File: config.mk
export PLATFORM = sky130hd
export DESIGN_NAME = vga_plot_arbiter
export DESIGN_NICKNAME = d
export VERILOG_FILES = /design/src/rtl/vga_plot_arbiter.sv
export SDC_FILE = /design/constraint.sdc
export NUM_CORES = 1
export LEC_CHECK = 0
export ABC_AREA = 1
export CAP_MARGIN = 25
export CELL_PAD_IN_SITES_DETAIL_PLACEMENT = 1
export CELL_PAD_IN_SITES_GLOBAL_PLACEMENT = 2
export CORE_UTILIZATION = 26
export CTS_CLUSTER_SIZE = 25
export DETAILED_ROUTE_END_ITERATION = 16
export PLACE_DENSITY = 0.95
export SETUP_SLACK_MARGIN = 0.2
export SLEW_MARGIN = 20
export SYNTH_ARGS = -nofsm -noshare
export SYNTH_HDL_FRONTEND = slang
export SYNTH_SLANG_ARGS = --single-unit
File: constraint.sdc
create_clock -name clk -period 2.73 [get_ports clk]
set_input_delay 0.546 -clock clk [delete_from_list [all_inputs] [get_ports clk]]
set_output_delay 0.546 -clock clk [all_outputs]
set_load 0.02 [all_outputs]
File: src/rtl/vga_plot_arbiter.sv
// rtl/vga_plot_arbiter.sv - round-robin arbiter sharing one VGA plot port among three pixel writers
module vga_plot_arbiter #(
    parameter int MAX_HOLD = 4096
) (
    input  logic       clk,
    input  logic       resetn,
    input  logic [2:0] req,
    input  logic [8:0] x0,
    input  logic [8:0] x1,
    input  logic [8:0] x2,
    input  logic [8:0] y0,
    input  logic [8:0] y1,
    input  logic [8:0] y2,
    input  logic [5:0] colour0,
    input  logic [5:0] colour1,
    input  logic [5:0] colour2,
    input  logic [2:0] plot_in,
    output logic [2:0] gnt,
    output logic [8:0] vga_x,
    output logic [8:0] vga_y,
    output logic [5:0] vga_colour,
    output logic       vga_plot,
    output logic       busy
);

    typedef enum logic [1:0] {
        S_IDLE = 2'd0,
        S_OWN  = 2'd1,
        S_GAP  = 2'd2
    } state_t;

    localparam logic [15:0] HOLD_MAX  = 16'(MAX_HOLD);
    localparam logic [15:0] HOLD_LAST = 16'(MAX_HOLD - 1);

    state_t      state;
    state_t      state_nxt;
    logic [1:0]  ptr;
    logic [1:0]  owner;
    logic [1:0]  winner;
    logic [1:0]  owner_next_ptr;
    logic [15:0] hold_cnt;
    logic [2:0]  owner_onehot;
    logic [2:0]  winner_onehot;
    logic        any_req;
    logic        owner_req;
    logic        owner_plot;
    logic        others_req;
    logic        own_exit;
    logic [8:0]  sel_x;
    logic [8:0]  sel_y;
    logic [5:0]  sel_colour;

    assign any_req        = |req;
    assign owner_onehot   = 3'(3'b001 << owner);
    assign winner_onehot  = 3'(3'b001 << winner);
    assign owner_req      = |(req & owner_onehot);
    assign owner_plot     = |(plot_in & owner_onehot);
    assign others_req     = |(req & ~owner_onehot);
    assign owner_next_ptr = (owner == 2'd2) ? 2'd0 : owner + 2'd1;

    // Leave ownership when the owner lets go, or when its hold budget runs out while someone waits
    assign own_exit = !owner_req || ((hold_cnt == HOLD_LAST) && others_req);

    // Round-robin search starting at ptr: first set request bit wins
    always_comb begin
        winner = 2'd0;
        case (ptr)
            2'd1: begin
                if (req[1])      winner = 2'd1;
                else if (req[2]) winner = 2'd2;
                else             winner = 2'd0;
            end
            2'd2: begin
                if (req[2])      winner = 2'd2;
                else if (req[0]) winner = 2'd0;
                else             winner = 2'd1;
            end
            default: begin
                if (req[0])      winner = 2'd0;
                else if (req[1]) winner = 2'd1;
                else             winner = 2'd2;
            end
        endcase
    end

    // Pixel mux selecting the current owner's coordinates and colour
    always_comb begin
        sel_x      = x0;
        sel_y      = y0;
        sel_colour = colour0;
        case (owner)
            2'd1: begin
                sel_x      = x1;
                sel_y      = y1;
                sel_colour = colour1;
            end
            2'd2: begin
                sel_x      = x2;
                sel_y      = y2;
                sel_colour = colour2;
            end
            default: begin
                sel_x      = x0;
                sel_y      = y0;
                sel_colour = colour0;
            end
        endcase
    end

    // State register
    always_ff @(posedge clk or negedge resetn) begin
        if (!resetn) begin
            state <= S_IDLE;
        end else begin
            state <= state_nxt;
        end
    end

    // Next-state logic: IDLE -> OWN on any request, OWN -> GAP on exit, GAP always one cycle
    always_comb begin
        state_nxt = state;
        case (state)
            S_IDLE:  state_nxt = any_req  ? S_OWN : S_IDLE;
            S_OWN:   state_nxt = own_exit ? S_GAP : S_OWN;
            S_GAP:   state_nxt = S_IDLE;
            default: state_nxt = S_IDLE;
        endcase
    end

    // Output decode: busy whenever a grant or hand-off is in progress
    always_comb begin
        busy = (state != S_IDLE);
    end

    // Arbitration bookkeeping: owner, pointer, hold counter and grant
    always_ff @(posedge clk or negedge resetn) begin
        if (!resetn) begin
            ptr      <= 2'd0;
            owner    <= 2'd0;
            hold_cnt <= 16'd0;
            gnt      <= 3'b000;
        end else begin
            case (state)
                S_IDLE: begin
                    if (any_req) begin
                        owner    <= winner;
                        gnt      <= winner_onehot;
                        hold_cnt <= 16'd0;
                    end
                end
                S_OWN: begin
                    if (hold_cnt != HOLD_MAX) begin
                        hold_cnt <= hold_cnt + 16'd1;
                    end
                    if (own_exit) begin
                        gnt <= 3'b000;
                        ptr <= owner_next_ptr;
                    end
                end
                default: begin
                    gnt <= 3'b000;
                end
            endcase
        end
    end

    // Registered plot port: only the owner's pixel passes, including its final-cycle write
    always_ff @(posedge clk or negedge resetn) begin
        if (!resetn) begin
            vga_x      <= 9'd0;
            vga_y      <= 9'd0;
            vga_colour <= 6'd0;
            vga_plot   <= 1'b0;
        end else if (state == S_OWN) begin
            vga_x      <= sel_x;
            vga_y      <= sel_y;
            vga_colour <= sel_colour;
            vga_plot   <= owner_plot & owner_req;
        end else begin
            vga_plot   <= 1'b0;
        end
    end

endmodule

# After elaboration in Yosys (flattened, before gate mapping)
# Index checks and enable logic that the tools add are counted.
# classes
add_sub_neg,2
mul,0
n_div,0
n_lt_le_gt_ge,0
n_eq_ne,10
shifts,2
muxes,21
n_bitwise,5
reduce_logical,14
# ops
operator,n
case mux 9 bit (2 select lines),2
two-way mux 16 bit,2
case mux 16 bit (2 select lines),1
adder 16 x 1 -> 16 bit (second input constant),1
== test 16 x 12 -> 1 bit (second input constant),1
!= test 16 x 13 -> 1 bit (second input constant),1
two-way mux 2 bit,7
case mux 6 bit (2 select lines),1
OR reduction 3 bit,4
bitwise AND 3 bit,3
case mux 2 bit (2 select lines),2
== test 2 x 1 -> 1 bit (second input constant),3
two-way mux 3 bit,2
!= test 2 bit (second input constant),3
case mux 3 bit (2 select lines),1
AND reduction 2 bit,3
<< shifter 1 x 2 -> 3 bit (first input constant),2
== test 2 bit (second input constant),2
nonzero test 2 bit,2
two-way mux 1 bit,3
NOT 3 bit,1
AND reduction 3 bit,1
adder 2 x 1 -> 2 bit (second input constant),1
logical NOT 2 bit,1
4 further kinds,4
# totals
reg_bits,50
latch_bits,0
mem_bits_rw,0
mem_bits_ro,0
out_inout_bits,29
wordCells,63
mem_count,0

# Logic depth before layout (Yosys ltp)
# Gate-level depths: netlist (run 1).
# logic_depth
word_depth,8
mapped_depth,11
mapped_depth_nobuf,10

# Worst setup path before layout (run 1)
# Ideal clock, no wire load.
# synth_timing
kind,reg-to-reg
start,register owner[0]
end,register vga_x[2]
setup_ns,0.083
arrival_ns,1.454
required_time_ns,2.647
slack_ns,1.193
stages_incl_launch_ff,8
n_path_buf,2
period_less_slack_ns,1.537
cell_sequence,dfrtp_1 -> inv_1 -> ha_1 -> inv_1 -> buf_2 -> buf_1 -> a21oi_1 -> o21ai_0
# synth_between
elab_chain_cells,2
word_cells_on_any_way,3
# synth_rtl
element,line,text
from (decl),38,logic [1:0] owner;
from (signal assigned),146,owner <= winner;
== test 2 bit or == test 2 x 1 -> 1 bit (tied branches),91,case (owner)
case mux 9 bit (2 select lines) (*),91,
to (signal assigned),175,vga_x <= sel_x;
to (decl),19,"output logic [8:0] vga_x,"
# Every way passes the cells marked *; elsewhere a longest branch is shown, timed or not.
# A chain may end at the register's enable or synchronous reset.

# Worst setup path after layout (run 1)
# layout_timing
start,register state[1]
end,output busy
# layout_between
elab_chain_cells,1
# layout_rtl
element,line,text
from (decl),35,state_t state;
from (signal assigned),115,state <= state_nxt;
nonzero test 2 bit,132,busy = (state != S_IDLE);
to (decl),23,output logic busy
# No other way between the ends.

==> results of run 1 <==
## cells by family after synthesis
group,share of synthesized area
AO/OA/AOI/OAI,0.170
adder cells (fa/ha/maj),0.0367
flip-flops,0.408
AND/OR/NAND/NOR,0.307
buffers and inverters,0.0755
XOR/XNOR,0.00286
## cells in the final DEF (no fill, tap or decap), drive strengths merged
cell and n:
a21oi 50, a31oi 1, buf 7, clkbuf 7, clkdlybuf4s50 107, clkinv 1
dfrtp 50, ha 9, inv 39, nand2 147, nand3 39, nand4 7
nor2 24, nor3 5, o21ai 41, o21bai 1, o31ai 1, xnor2 1
## metal layers
metal / GRT usage / up-vias / part of all wire
met3: 0.0406 / 6 / 0.048
met2: 0.297 / 91 / 0.47
li1: - / 1620 / -
met4: 0.0391 / 0 / 0.0091
met1: 0.225 / 1540 / 0.48
met5: 0 / - / 0
## metrics by stage
step                setup slack [ns]  utilization  instance area [um2]  power, mW
global placement               0.779        0.373                 4280       3.30
floorplan                       1.19            -                 3070       2.50
detailed placement             0.761        0.373                 4280       3.40
finish                         0.628        0.386                 4430       3.98
global route                   0.550        0.386                 4430       4.33
CTS                            0.602        0.386                 4430       4.06
## worst reg2reg max path, stage by stage (launching register included)
cell,delay (ns)
dfrtp_1,0.41
inv_1,0.10
ha_1,0.30
inv_1,0.06
buf_4,0.40
a21oi_1,0.16
a21oi_1,0.18
o21ai_0,0.10
## sequential cells by signal, indices dropped and copies added, names as in the netlist
register	flops
state	2
vga_plot	1
vga_colour	6
ptr	2
owner	2
gnt	3
vga_y	9
hold_cnt	16
vga_x	9
## worst min-delay path by stage
stage                     cells after the start  startpoint  slack [ns]       end
after detailed placement                      2      gnt[1]        0.47    gnt[1]
after CTS                                     2      resetn        0.40  vga_y[5]
after floorplan                               0      resetn        0.25    gnt[0]
final                                         2      resetn        0.37  vga_y[5]
after global placement                        2      gnt[2]        0.46    gnt[2]
after global routing                          2      resetn        0.42  vga_y[5]
## power groups by stage
stage | Sequential [mW] | Clock (mW) | Combinational [mW]
after floorplan | 1.33 | 0 | 1.17
after global placement | 1.13 | 0 | 2.17
after detailed placement | 1.15 | 0 | 2.25
after CTS | 1.13 | 0.662 | 2.26
after global routing | 1.16 | 0.686 | 2.48
final | 1.13 | 0.642 | 2.21
## area by class of cell
cell class / instances / share of cell area
timing repair buffer: 114 / 0.253
inverter: 39 / 0.0331
tap: 143 / 0.0404
sequential: 50 / 0.283
multi-input combinational: 326 / 0.357
clock inverter: 1 / 0.00113
clock buffer: 7 / 0.0322
==> results.md, run 1 <==
- Most frequent cell after synthesis: nand2_1
- Worst stage delay on the critical path: 0.54 ns
- Asr flop ratio synth: 1.00
- Post-DP HPWL: 7.51 mm
- Distinct cells, synth: 24
- Delay-heaviest family, CP: buffers and inverters
- Sequential Power Share: 0.284
- Vias: 3257
- Launch point of the worst path: state[1]
- Clock share of power: 0.161
- Final-layout fill cell count: 1413
- Port bufs: 108
- Final nets: 625
- Chip Height: 111 um
- Status: completed
- Synth Flop Type: dfrtp_1
- Reg2reg setup slack: 0.90 ns
- DR pass1 iterations: 4
- MaxCap Viol Count: 0
- Die X: 111 um
- Crit Path Max Fanout: 5
- Crit path launch type: flop
- CP endpoint kind: output pin
- Post-CTS setup buffers: 0
- Routed WL per cell: 14.9 um
- R2R Path End: vga_colour[2]
- Power density of the placed cells: 900 nW/um2
- P_sw: 1.81 mW
- Placed Cells: 672
- Final Cycle Share: 0.770
- Clk_lat worst skew: 0.30 ns
- Non-filler instance count after layout: 680
- Number of synthesis warnings: 0
- Crit Path Class: flop to output pin
- Core area: 11500 um2
- DRT antenna net count: 0
- H-tree depth: 2
- WP data required: 2.18 ns
- IO Count: 109
- R2R depth: 7
- Syn nets: 522
- Initial Utilization: 0.267
- Crit path arrival time: 1.56 ns
- Synth Area per Inst: 7.08 um2
- Critical-path cell list: nor2_2 -> inv_1 -> clkdlybuf4s50_1
- Final Setup Violations: 0
- Switching Share: 0.455
- Footprint of the multi-input gates: 1580 um2
- Root buffer cell: clkbuf_16
- Worst Tran Pin Value: 0.677 ns
- Top post-synthesis cells by count: nand2_1 (141), a21oi_1 (50), dfrtp_1 (50), nand3_1 (37), inv_1 (35)
- Synth Cell Area: 3070 um2
- HP Class: input pin to async pin
- Clk buf depth: 2
- Drt via density: 4.79
- Synthesized instance count: 433
- GR Util All Layers: 0.175
- Routed WL: 10.1 mm
- Register area: 1250 um2
- First-pass GRT wire length: 17.5 mm
- Post-synthesis register bit count: 50
- DR iter-0 viols: 133
- CTS Buf Count: 5
- Comb pwr share: 0.555
- Slowest cell on crit path: clkdlybuf4s50_1
- Clock slew at reported path FFs: 0.07 ns
- Dominant cell type by area after synthesis: dfrtp_1
- Seq/Total Area, Yosys: 0.408
- Fmax: 476 MHz
- Final Max Tran Viols: 0
- TNS Setup: 0 ns
- Final hold vios: 0
- Initial antenna violation count: 0
- Post-synth EDFFs: 0
- Critical path depth: 3
- Worst Setup EP: busy
- Slew headroom: 0.549
- Area delta synth->final: 44.4%
- Hold_ws: 0.370 ns
- RSZ-0062 raised after global routing: no
- RePlAce Congestion: 0.771
- Worst vdd ir: 0.437 mV
- Ant diodes: 0
- Internal Power: 2.17 mW
- Clock Skew: 0.00560 ns
- Worst Path Buf+Inv: 2
- # DRC: 0
- Die area: 12200 um2
- CTS tree: done
- CTS resizes: 0
- P_leak: 1.94 nW
- Vias in the first global route: 3433
- Row count: 39
- Hold_buf cts: 0
- Clock sink total: 50
- Global route overflow: 0
- Fraction of layout instances using a drive strength above 1: 0.0689
- Worst r2r src: owner[0]
- Largest net degree at the start of global routing: 51
- Largest cells by area after synthesis: dfrtp_1 (41%), nand2_1 (17%), a21oi_1 (8.2%)
- Min Clock Period, post-route: 2.10 ns
- Top cell type's share of synthesized area: 0.408
No activity file was read; power rests on OpenSTA's default activity.
==> run 2, diff against run 1 <==
--- a/config.mk
+++ b/config.mk
@@ -9,10 +9,10 @@
 export CAP_MARGIN = 25
 export CELL_PAD_IN_SITES_DETAIL_PLACEMENT = 1
 export CELL_PAD_IN_SITES_GLOBAL_PLACEMENT = 2
-export CORE_UTILIZATION = 26
+export CORE_UTILIZATION = 22
 export CTS_CLUSTER_SIZE = 25
 export DETAILED_ROUTE_END_ITERATION = 16
-export PLACE_DENSITY = 0.95
+export PLACE_DENSITY = 0.88
 export SETUP_SLACK_MARGIN = 0.2
 export SLEW_MARGIN = 20
 export SYNTH_ARGS = -nofsm -noshare
==> constraint.sdc (replaced) <==
create_clock -name clk -period 1.7 [get_ports clk]
set_input_delay 0.34 -clock clk [delete_from_list [all_inputs] [get_ports clk]]
set_output_delay 0.34 -clock clk [all_outputs]
set_load 0.02 [all_outputs]
==> results.md, run 2 (synthesized netlist as in run 1, its figures left out) <==
- CTS Buf Count: 5
- Worst r2r src: owner[0]
- Worst vdd ir: 0.511 mV
- Final Cycle Share: 0.850
- Area delta synth->final: 61.4%
- Root buffer cell: clkbuf_16
- DRT antenna net count: 0
- Ant diodes: 0
- Largest register FFs: 16
- Vias: 3370
- Clock Skew: 0.00599 ns
- MaxCap Viol Count: 0
- Slew headroom: 0.643
- Port bufs: 108
- Clock slew at reported path FFs: 0.07 ns
- Pwr Total: 7.64 mW
- HP Class: input pin to async pin
- Metal2 WL: 5.34 mm
- Largest net degree at the start of global routing: 51
- TNS Setup: 0 ns
- Row count: 42
- Initial Utilization: 0.229
- Final hold vios: 0
- Worst stage delay on the critical path: 0.41 ns
- Regs by FF count: hold_cnt x16, vga_x x9, vga_y x9
- Final Max Tran Viols: 0
- DR pass1 iterations: 4
- IO Count: 109
- Vias in the first global route: 3529
- DRT met1 WL: 4.98 mm
- DR iter-0 viols: 143
- RePlAce Congestion: 0.823
- Final nets: 649
- Global route overflow: 0
- Most common cell on crit path: a21oi_1
- Launch point of the worst path: owner[0]
- Crit Path Class: flop to flop
- Clk buf depth: 2
- RSZ-0062 raised after global routing: yes
- Routed WL: 11.2 mm
- Met3 WL: 735 um
- Drt via density: 4.57
- Die X: 120 um
- Status: completed
- Final-layout fill cell count: 1616
- Core area: 13400 um2
- Crit Path Max Fanout: 6
- Min Clock Period, post-route: 1.44 ns
- GR Util All Layers: 0.152
- # DRC: 0
- Crit path arrival time: 1.60 ns
- Fraction of layout instances using a drive strength above 1: 0.166
- Reg with most FFs: hold_cnt
- Max Used Layer: met4
- Routed WL per cell: 15.2 um
- Fmax: 692 MHz
- Crit path launch type: flop
- Worst Path Buf+Inv: 3
- Clk_lat worst skew: 0.29 ns
- Hold_buf cts: 0
- P_leak: 2.22 nW
- Initial antenna violation count: 0
- First-pass GRT wire length: 17.4 mm
- H-tree depth: 2
- Delay-heaviest family, CP: flip-flops
- Commonest cells after routing, fill and taps aside: nand2_1 (135), clkdlybuf4s50_1 (76), dfrtp_1 (48)
- Clock sink total: 50
- Commonest non-fill, non-tap cell in the layout: nand2_1
- Slowest cell on crit path: dfrtp_1
- Post-DP HPWL: 7.94 mm
- Worst Tran Pin Value: 0.535 ns
- CP endpoint kind: flop
- Critical-path cell list: inv_4 -> ha_4 -> inv_8 -> clkbuf_16 -> a21oi_1 -> a21oi_1 -> o21ai_0
- Power density of the placed cells: 1540 nW/um2
- CTS tree: done
- Final Setup Violations: 0
- Die area: 14400 um2
- WP data required: 1.86 ns
- Chip Height: 120 um
-- run 2: cell count changes in the layout (fill, tap and decap cells not counted), sizes merged --
cell	change
bufinv	+1
nand2	+1
dlygate4sd2	+28
clkinv	-1
clkinvlp	+2
clkdlybuf4s50	-31
buf	+22
dlymetal6s2s	+2
-- run 2: path summary, 6_finish.rpt --
kind / endpoint / slack, ns / cells after the start
worst max-delay path: vga_x[8] / 0.26 / 7
worst min-delay path: vga_x[8] / 0.03 / 1
worst max register to register: vga_x[8] / 0.26 / 7
worst min register to register: vga_colour[2] / 0.49 / 2
max in group asynchronous: vga_y[4] / 1.15 / 2
min in group clk: vga_colour[2] / 0.49 / 2
-- run 2: layout make-up --
cell class	instances	area (um2)	area share
clock buffer	5	125	0.0253
timing repair buffer	137	1370	0.277
clock inverter	3	45.0	0.00910
sequential	50	1250	0.253
tap	176	220	0.0445
multi-input combinational	327	1780	0.359
inverter	39	156	0.0316
-- run 2: power breakdown --
part           internal, mW  switching (mW)  leakage [nW]
Sequential             1.57           0.226         0.653
Clock                 0.694           0.448        0.0760
Combinational          1.94            2.76          1.49
Total                  4.21            3.43          2.22
-- run 2: metal layers --
layer / GRT usage / up-vias
met1: 0.183 / 1585
met2: 0.266 / 100
met4: 0.0445 / 0
met3: 0.0371 / 11
met5: 0 / -
li1: - / 1674
-- run 2: worst register-to-register path: stages (launching register included) --
cell and delay [ns]:
dfrtp_1 0.41, inv_4 0.11, ha_4 0.23, inv_8 0.10
clkbuf_16 0.17, a21oi_1 0.04, a21oi_1 0.15, o21ai_0 0.10
-- run 2: what timing repair did --
action,in CTS,in global routing
gates cloned,2,2
buffers inserted,6,8
pin swaps,0,10
gates resized for setup,47,47
setup endpoints to repair,61,46
-- run 2: through the flow --
step | cells | hold WS, ns | utilization | worst slack, ns | area [um2]
5_1_grt | 737 | 0.0514 | 0.369 | 0.153 | 4950
4_1_cts | 727 | 0.0414 | 0.351 | 0.144 | 4700
3_5_place_dp | 711 | 0.360 | 0.330 | -0.0942 | 4420
6_report | 737 | 0.0254 | 0.369 | 0.256 | 4950
3_3_place_gp | 711 | 0.348 | 0.330 | -0.0362 | 4420
2_1_floorplan | 433 | 0.0444 | - | 0.277 | 3070
